--- src/rtl/epmu_213_if.sv ---
`default_nettype none
// +--------------------------------------------------------------------------+
// | epmu_213_if : ACSU <-> path-metric unit bus bundle                       |
// | Revision    : 1.0                                                        |
// +--------------------------------------------------------------------------+
interface epmu_213_if #(
  parameter int W    = 8,
  parameter int SC_W = 6
);
  logic              start;
  logic              in_valid;
  logic [8*W-1:0]    acs_ppm_bus_in;
  logic [7:0]        acs_bx_bus_in;
  logic [8*W-1:0]    acs_ppm_ina_bus;
  logic [8*W-1:0]    acs_ppm_inb_bus;
  logic [7:0]        dec_out;
  logic              dec_valid;
  logic [2:0]        best_state;
  logic [SC_W-1:0]   stage_cnt;
  logic              norm_evt;
  logic              ovf;

  modport master (
    output start, in_valid, acs_ppm_bus_in, acs_bx_bus_in,
    input  acs_ppm_ina_bus, acs_ppm_inb_bus, dec_out, dec_valid,
           best_state, stage_cnt, norm_evt, ovf
  );

  modport slave (
    input  start, in_valid, acs_ppm_bus_in, acs_bx_bus_in,
    output acs_ppm_ina_bus, acs_ppm_inb_bus, dec_out, dec_valid,
           best_state, stage_cnt, norm_evt, ovf
  );
endinterface
`default_nettype wire

--- src/rtl/epmu_213.sv ---
`default_nettype none
// +--------------------------------------------------------------------------+
// | epmu_213 : 8-state Viterbi path-metric store, routing and normalisation  |
// | Revision : 1.0                                                           |
// +--------------------------------------------------------------------------+
module epmu_213 #(
  parameter int W    = 8,
  parameter int SC_W = 6
) (
  input  wire logic   clk,
  input  wire logic   reset_n,
  epmu_213_if.slave   bus
);
  localparam logic [W-1:0] c_pm_init = {2'b01, {(W-2){1'b0}}};
  localparam logic [W-1:0] c_pm_max  = {W{1'b1}};

  logic [W-1:0]    pm_q [8];
  logic [W-1:0]    pm_d [8];
  logic [W-1:0]    in_m [8];
  logic [7:0]      dec_q, dec_d;
  logic            dec_valid_q, dec_valid_d;
  logic [2:0]      best_q, best_d;
  logic [SC_W-1:0] stage_q, stage_d;
  logic [SC_W-1:0] cnt_q, cnt_d;
  logic            norm_q, norm_d;
  logic            ovf_q, ovf_d;

  logic            all_msb;
  logic            any_max;
  logic [2:0]      min_idx;
  logic [W-1:0]    min_val;

  // Next state ns = {u, s[2:1]} is fed from predecessors 2s and 2s+1.
  for (genvar s = 0; s < 8; s++) begin : g_route
    assign in_m[s] = bus.acs_ppm_bus_in[s*W +: W];
    assign bus.acs_ppm_ina_bus[s*W +: W] = pm_q[(2*s) % 8];
    assign bus.acs_ppm_inb_bus[s*W +: W] = pm_q[(2*s+1) % 8];
  end

  // Strict less-than keeps the lowest index on ties.
  always_comb begin
    all_msb = 1'b1;
    any_max = 1'b0;
    min_idx = 3'd0;
    min_val = in_m[0];
    for (int s = 0; s < 8; s++) begin
      all_msb = all_msb & in_m[s][W-1];
      any_max = any_max | (in_m[s] == c_pm_max);
      if (in_m[s] < min_val) begin
        min_val = in_m[s];
        min_idx = 3'(s);
      end
    end
  end

  always_comb begin
    pm_d        = pm_q;
    dec_d       = dec_q;
    dec_valid_d = 1'b0;
    best_d      = best_q;
    stage_d     = stage_q;
    cnt_d       = cnt_q;
    norm_d      = 1'b0;
    ovf_d       = ovf_q;
    if (bus.start) begin
      pm_d[0] = '0;
      for (int s = 1; s < 8; s++) pm_d[s] = c_pm_init;
      stage_d = '0;
      cnt_d   = '0;
      ovf_d   = 1'b0;
    end else if (bus.in_valid) begin
      // Subtracting 2^(W-1) from a value with its MSB set just clears the MSB.
      for (int s = 0; s < 8; s++)
        pm_d[s] = all_msb ? {1'b0, in_m[s][W-2:0]} : in_m[s];
      dec_d       = bus.acs_bx_bus_in;
      dec_valid_d = 1'b1;
      best_d      = min_idx;
      stage_d     = cnt_q;
      cnt_d       = cnt_q + SC_W'(1);
      norm_d      = all_msb;
      ovf_d       = ovf_q | any_max;
    end
  end

  always_ff @(posedge clk) begin
    if (!reset_n) begin
      pm_q[0] <= '0;
      for (int s = 1; s < 8; s++) pm_q[s] <= c_pm_init;
      dec_q       <= '0;
      dec_valid_q <= 1'b0;
      best_q      <= '0;
      stage_q     <= '0;
      cnt_q       <= '0;
      norm_q      <= 1'b0;
      ovf_q       <= 1'b0;
    end else begin
      for (int s = 0; s < 8; s++) pm_q[s] <= pm_d[s];
      dec_q       <= dec_d;
      dec_valid_q <= dec_valid_d;
      best_q      <= best_d;
      stage_q     <= stage_d;
      cnt_q       <= cnt_d;
      norm_q      <= norm_d;
      ovf_q       <= ovf_d;
    end
  end

  assign bus.dec_out    = dec_q;
  assign bus.dec_valid  = dec_valid_q;
  assign bus.best_state = best_q;
  assign bus.stage_cnt  = stage_q;
  assign bus.norm_evt   = norm_q;
  assign bus.ovf        = ovf_q;
endmodule
`default_nettype wire

--- src/flat_wrapper.sv ---
// flat-port wrapper written by rule: the top's interface ports become plain ports
module epmu_213_flat 
#(
  parameter int W    = 8,
  parameter int SC_W = 6
)
  (clk, reset_n, bus_start, bus_in_valid, bus_acs_ppm_bus_in, bus_acs_bx_bus_in, bus_acs_ppm_ina_bus, bus_acs_ppm_inb_bus, bus_dec_out, bus_dec_valid, bus_best_state, bus_stage_cnt, bus_norm_evt, bus_ovf);
  epmu_213_if #(.W(W), .SC_W(SC_W)) bus_i ();
  input  wire logic clk;
  input  wire logic reset_n;
  input wire logic [$bits(bus_i.start)-1:0] bus_start;
  input wire logic [$bits(bus_i.in_valid)-1:0] bus_in_valid;
  input wire logic [$bits(bus_i.acs_ppm_bus_in)-1:0] bus_acs_ppm_bus_in;
  input wire logic [$bits(bus_i.acs_bx_bus_in)-1:0] bus_acs_bx_bus_in;
  output wire logic [$bits(bus_i.acs_ppm_ina_bus)-1:0] bus_acs_ppm_ina_bus;
  output wire logic [$bits(bus_i.acs_ppm_inb_bus)-1:0] bus_acs_ppm_inb_bus;
  output wire logic [$bits(bus_i.dec_out)-1:0] bus_dec_out;
  output wire logic [$bits(bus_i.dec_valid)-1:0] bus_dec_valid;
  output wire logic [$bits(bus_i.best_state)-1:0] bus_best_state;
  output wire logic [$bits(bus_i.stage_cnt)-1:0] bus_stage_cnt;
  output wire logic [$bits(bus_i.norm_evt)-1:0] bus_norm_evt;
  output wire logic [$bits(bus_i.ovf)-1:0] bus_ovf;
  assign bus_i.start = bus_start;
  assign bus_i.in_valid = bus_in_valid;
  assign bus_i.acs_ppm_bus_in = bus_acs_ppm_bus_in;
  assign bus_i.acs_bx_bus_in = bus_acs_bx_bus_in;
  assign bus_acs_ppm_ina_bus = bus_i.acs_ppm_ina_bus;
  assign bus_acs_ppm_inb_bus = bus_i.acs_ppm_inb_bus;
  assign bus_dec_out = bus_i.dec_out;
  assign bus_dec_valid = bus_i.dec_valid;
  assign bus_best_state = bus_i.best_state;
  assign bus_stage_cnt = bus_i.stage_cnt;
  assign bus_norm_evt = bus_i.norm_evt;
  assign bus_ovf = bus_i.ovf;
  epmu_213 #(.W(W), .SC_W(SC_W)) u_core (.clk(clk), .reset_n(reset_n), .bus(bus_i));
endmodule
--- config.mk ---
export PLATFORM = sky130hd
export DESIGN_NAME = epmu_213_flat
export DESIGN_NICKNAME = d
export VERILOG_FILES = /design/src/rtl/epmu_213_if.sv /design/src/rtl/epmu_213.sv /design/src/flat_wrapper.sv
export SDC_FILE = /design/constraint.sdc
export NUM_CORES = 1
export LEC_CHECK = 0
export CORE_ASPECT_RATIO = 0.5
export CORE_MARGIN = 4
export CORE_UTILIZATION = 45
export DETAILED_ROUTE_END_ITERATION = 10
export PLACE_DENSITY = 0.81
export SLEW_MARGIN = 20
export SYNTH_ARGS = -nofsm -noshare
export SYNTH_HDL_FRONTEND = slang
export SYNTH_SLANG_ARGS = --single-unit
--- constraint.sdc ---
create_clock -name clk -period 16 [get_ports clk]
set_input_delay 2.4 -clock clk [delete_from_list [all_inputs] [get_ports clk]]
set_output_delay 2.4 -clock clk [all_outputs]
set_load 0.02 [all_outputs]
==> summary.md <==
| Metric | Value |
|---|---|
| Total power | 0.792 mW |
| Most common cell in the synthesized netlist | nor2_1 |
| Max Cap Viol | 0 |
| Crit Path Category | primary input to flip-flop |
| Met2 routed WL | 7.92 mm |
| Top_reg_cell synth | dfxtp_1 |
| Clock transition at the registers of the reported paths | 0.07 ns |
| Setup violations, final | 0 |
| Fin cells | 1033 |
| Count of cell types in the netlist | 56 |
| Initial DRT Pass Iterations | 5 |
| Via Count | 5470 |
| Slew Viols, Final | 0 |
| Fin Clk Skew | 0.00333 ns |
| Mean Syn Cell Area | 8.43 um2 |
| WHS | 0.464 ns |
| Global-route wire length before repair | 26.7 mm |
| Ant. Diodes | 0 |
| Required time worst endpoint | 16.20 ns |
| Critical Path End | u_core.bus.best_state[2] |
| Area growth, synth to finish | 36.7% |
| Unrepaired setup endpoints after global routing | no |
| Clock buffer depth | 2 |
| EDFF count, synth | 0 |
| Synthesis Warnings | 0 |
| Fin worst setup slack | 1.11 ns |
| Syn Nets | 831 |
| I/O pins | 224 |
| Clock tree root driver cell | clkbuf_16 |
| Slowest CP cell | clkdlybuf4s50_1 |
| HPWL Detailed | 13.5 mm |
| Worst-margin pin slew | 0.930 ns |
| Placed Cells | 1012 |
| R2R Path Start | u_core.cnt_q[0] |
| Die area | 15400 um2 |
| Fmax achieved | 67.2 MHz |
| Reg2reg end | u_core.cnt_q[5] |
| Top cell type's share of synthesized area | 30.0% |
| Max IR drop VDD | 0.0000658 V |
| Rel. slew slack | 37.9% |
| Crit-path max FO | 16 |
| Core ar. | 12800 um2 |
| Largest cells by area after synthesis | dfxtp_1 (30%), mux2i_1 (12%), ha_1 (9.0%), buf_4 (8.3%), nor2_1 (6.1%) |
| CP startpoint kind | primary input |
| CTS Sinks | 90 |
| Post-synth top area cell | dfxtp_1 |
| Fraction of registers with async set/reset | 0% |
| Worst setup path start | bus_acs_ppm_bus_in[7] |
| Die Y | 89.6 um |
| Synth Register Bits | 90 |
| Hold WC Path Type | flip-flop to flip-flop |
| P_leak | 3.43 nW |
| Initial DRC count | 306 |
| Pwr/cell area | 96.6 nW/um2 |
| DR WL/cell | 16.7 um |
| Nets | 977 |
| Gate Count Post-Synth | 712 |
| Sequential cell area fraction in the yosys report | 30.0% |
| Overall routing resource usage | 21.5% |
| Vias in the first global route | 5268 |
| Crit path DAT | 15.09 ns |
| R2r setup slk | 14.78 ns |
| Depth of the CTS H-tree | 3 |
| CP top delay family | compound AO/OA/AOI/OAI gates |
| Initial Util | 46.7% |
| Die Width | 171 um |
| TritonCTS clock tree | done |
| Crit path buf inv count | 5 |
| Post-synth top cells | nor2_1 (97), dfxtp_1 (90), mux2i_1 (74) |
| Post-DRT Antenna Nets | 0 |
| GRT overflow | 0 |
| Status | finished clean |
| Antenna violations before repair | 0 |
| Placer Congestion | 0.910 |
| Metal3 WL | 1.08 mm |
| Reg2reg path depth | 3 |
| Synthesized area | 6000 um2 |
| Buffers on Ports | 223 |
| Slowest Stage Delay on Critical Path | 0.53 ns |
| Routed length on met1 | 7.98 mm |
| CP Depth | 59 |
| Number of buffers created by CTS | 9 |
| Final period util | 93.0% |
| TNS Setup | 0 ns |
| DP Worst Slack | -0.137 ns |
| Post-layout min period | 14.89 ns |
| # DRC | 0 |
| Setup crit end kind | flip-flop |
| Final hold violations | 0 |
| Layout cells sized above 1 | 6.14% |
| Routed WL | 17.2 mm |
| Highest metal layer with signal wires | met4 |
| Vias per inst | 5.30 |
| Worst-Skew Late Latency | 0.34 ns |
| Std cell rows | 29 |
| Largest net degree at the start of global routing | 52 |
==> registers in the layout, indices dropped and copies added (netlist names) <==
register and flops:
u_core.bus.best_state 3, u_core.bus.acs_ppm_inb_bus 32, u_core.bus.dec_valid 1, u_core.bus.ovf 1, u_core.bus.stage_cnt 6, u_core.bus.acs_ppm_ina_bus 32
u_core.bus.dec_out 8, u_core.bus.norm_evt 1, u_core.cnt_q 6
==> timing repair <==
action / CTS / global route
hold buffers: 0 / 0
setup buffers: 0 / 5
gates resized for setup: 0 / 8
setup endpoints to repair: 0 / 3
==> per-layer routing <==
metal | track usage (%) | vias to the layer above
li1 | - | 2709
met4 | 5.18 | 0
met2 | 35.4 | 195
met5 | 0 | -
met3 | 3.63 | 22
met1 | 29.8 | 2544
==> area by class of cell <==
cell class | count | area (um2)
clock buffer | 11 | 253
clock inverter | 5 | 60.1
sequential | 90 | 1800
fill | 1091 | 4640
multi-input combinational | 487 | 3440
inverter | 40 | 150
tap | 170 | 213
timing repair buffer | 230 | 2280
==> through the flow <==
step / instance area (um2) / utilization (%)
floorplan: 6000 / -
global placement: 7830 / 61.0
detailed placement: 7830 / 61.0
CTS: 8150 / 63.4
global route: 8200 / 63.8
finish: 8200 / 63.8
==> cell usage in the layout, fill, tap and decap left out, drive strengths merged, types with 4 or more instances in the layout <==
master	count
dfxtp	90
clkbuf	11
nand4	20
a21o	11
a21boi	10
nand2	47
nand3	17
ha	43
maj3	5
a21oi	43
mux2i	74
nor2b	8
o221ai	5
nor2	97
mux2	15
nor3	6
o22ai	5
xor2	4
inv	42
o21ai	14
clkdlybuf4s50	222
buf	8
nand2b	17
==> power by group <==
part | internal, mW | leakage (nW) | switching [mW] | total, mW
combinational | 0.153 | 2.55 | 0.177 | 0.331
clock | 0.131 | 0.153 | 0.0938 | 0.224
sequential | 0.232 | 0.733 | 0.00535 | 0.237
==> logic make-up (layout without fill, tap and decap cells) <==
family | after synthesis | in the layout | share of synthesized area (%)
buffers and inverters | 135 | 286 | 13.0
muxes | 89 | 89 | 15.6
DFF | 90 | 90 | 30.0
and+or+nand+nor | 226 | 226 | 17.2
xor gates and xnor gates | 6 | 6 | 0.876
AOI/OAI and AO/OA | 118 | 118 | 13.6
adders and majority gates | 48 | 48 | 9.80
==> how the worst min path moves through the flow <==
stage                          from               to  cells after the start
CTS                  u_core.bus.ovf   u_core.bus.ovf                      1
finish               u_core.bus.ovf   u_core.bus.ovf                      1
global route         u_core.bus.ovf   u_core.bus.ovf                      1
floorplan           u_core.cnt_q[5]  u_core.cnt_q[5]                      2
global placement     u_core.bus.ovf   u_core.bus.ovf                      1
detailed placement   u_core.bus.ovf   u_core.bus.ovf                      1
(Power assumes the default switching activity.)
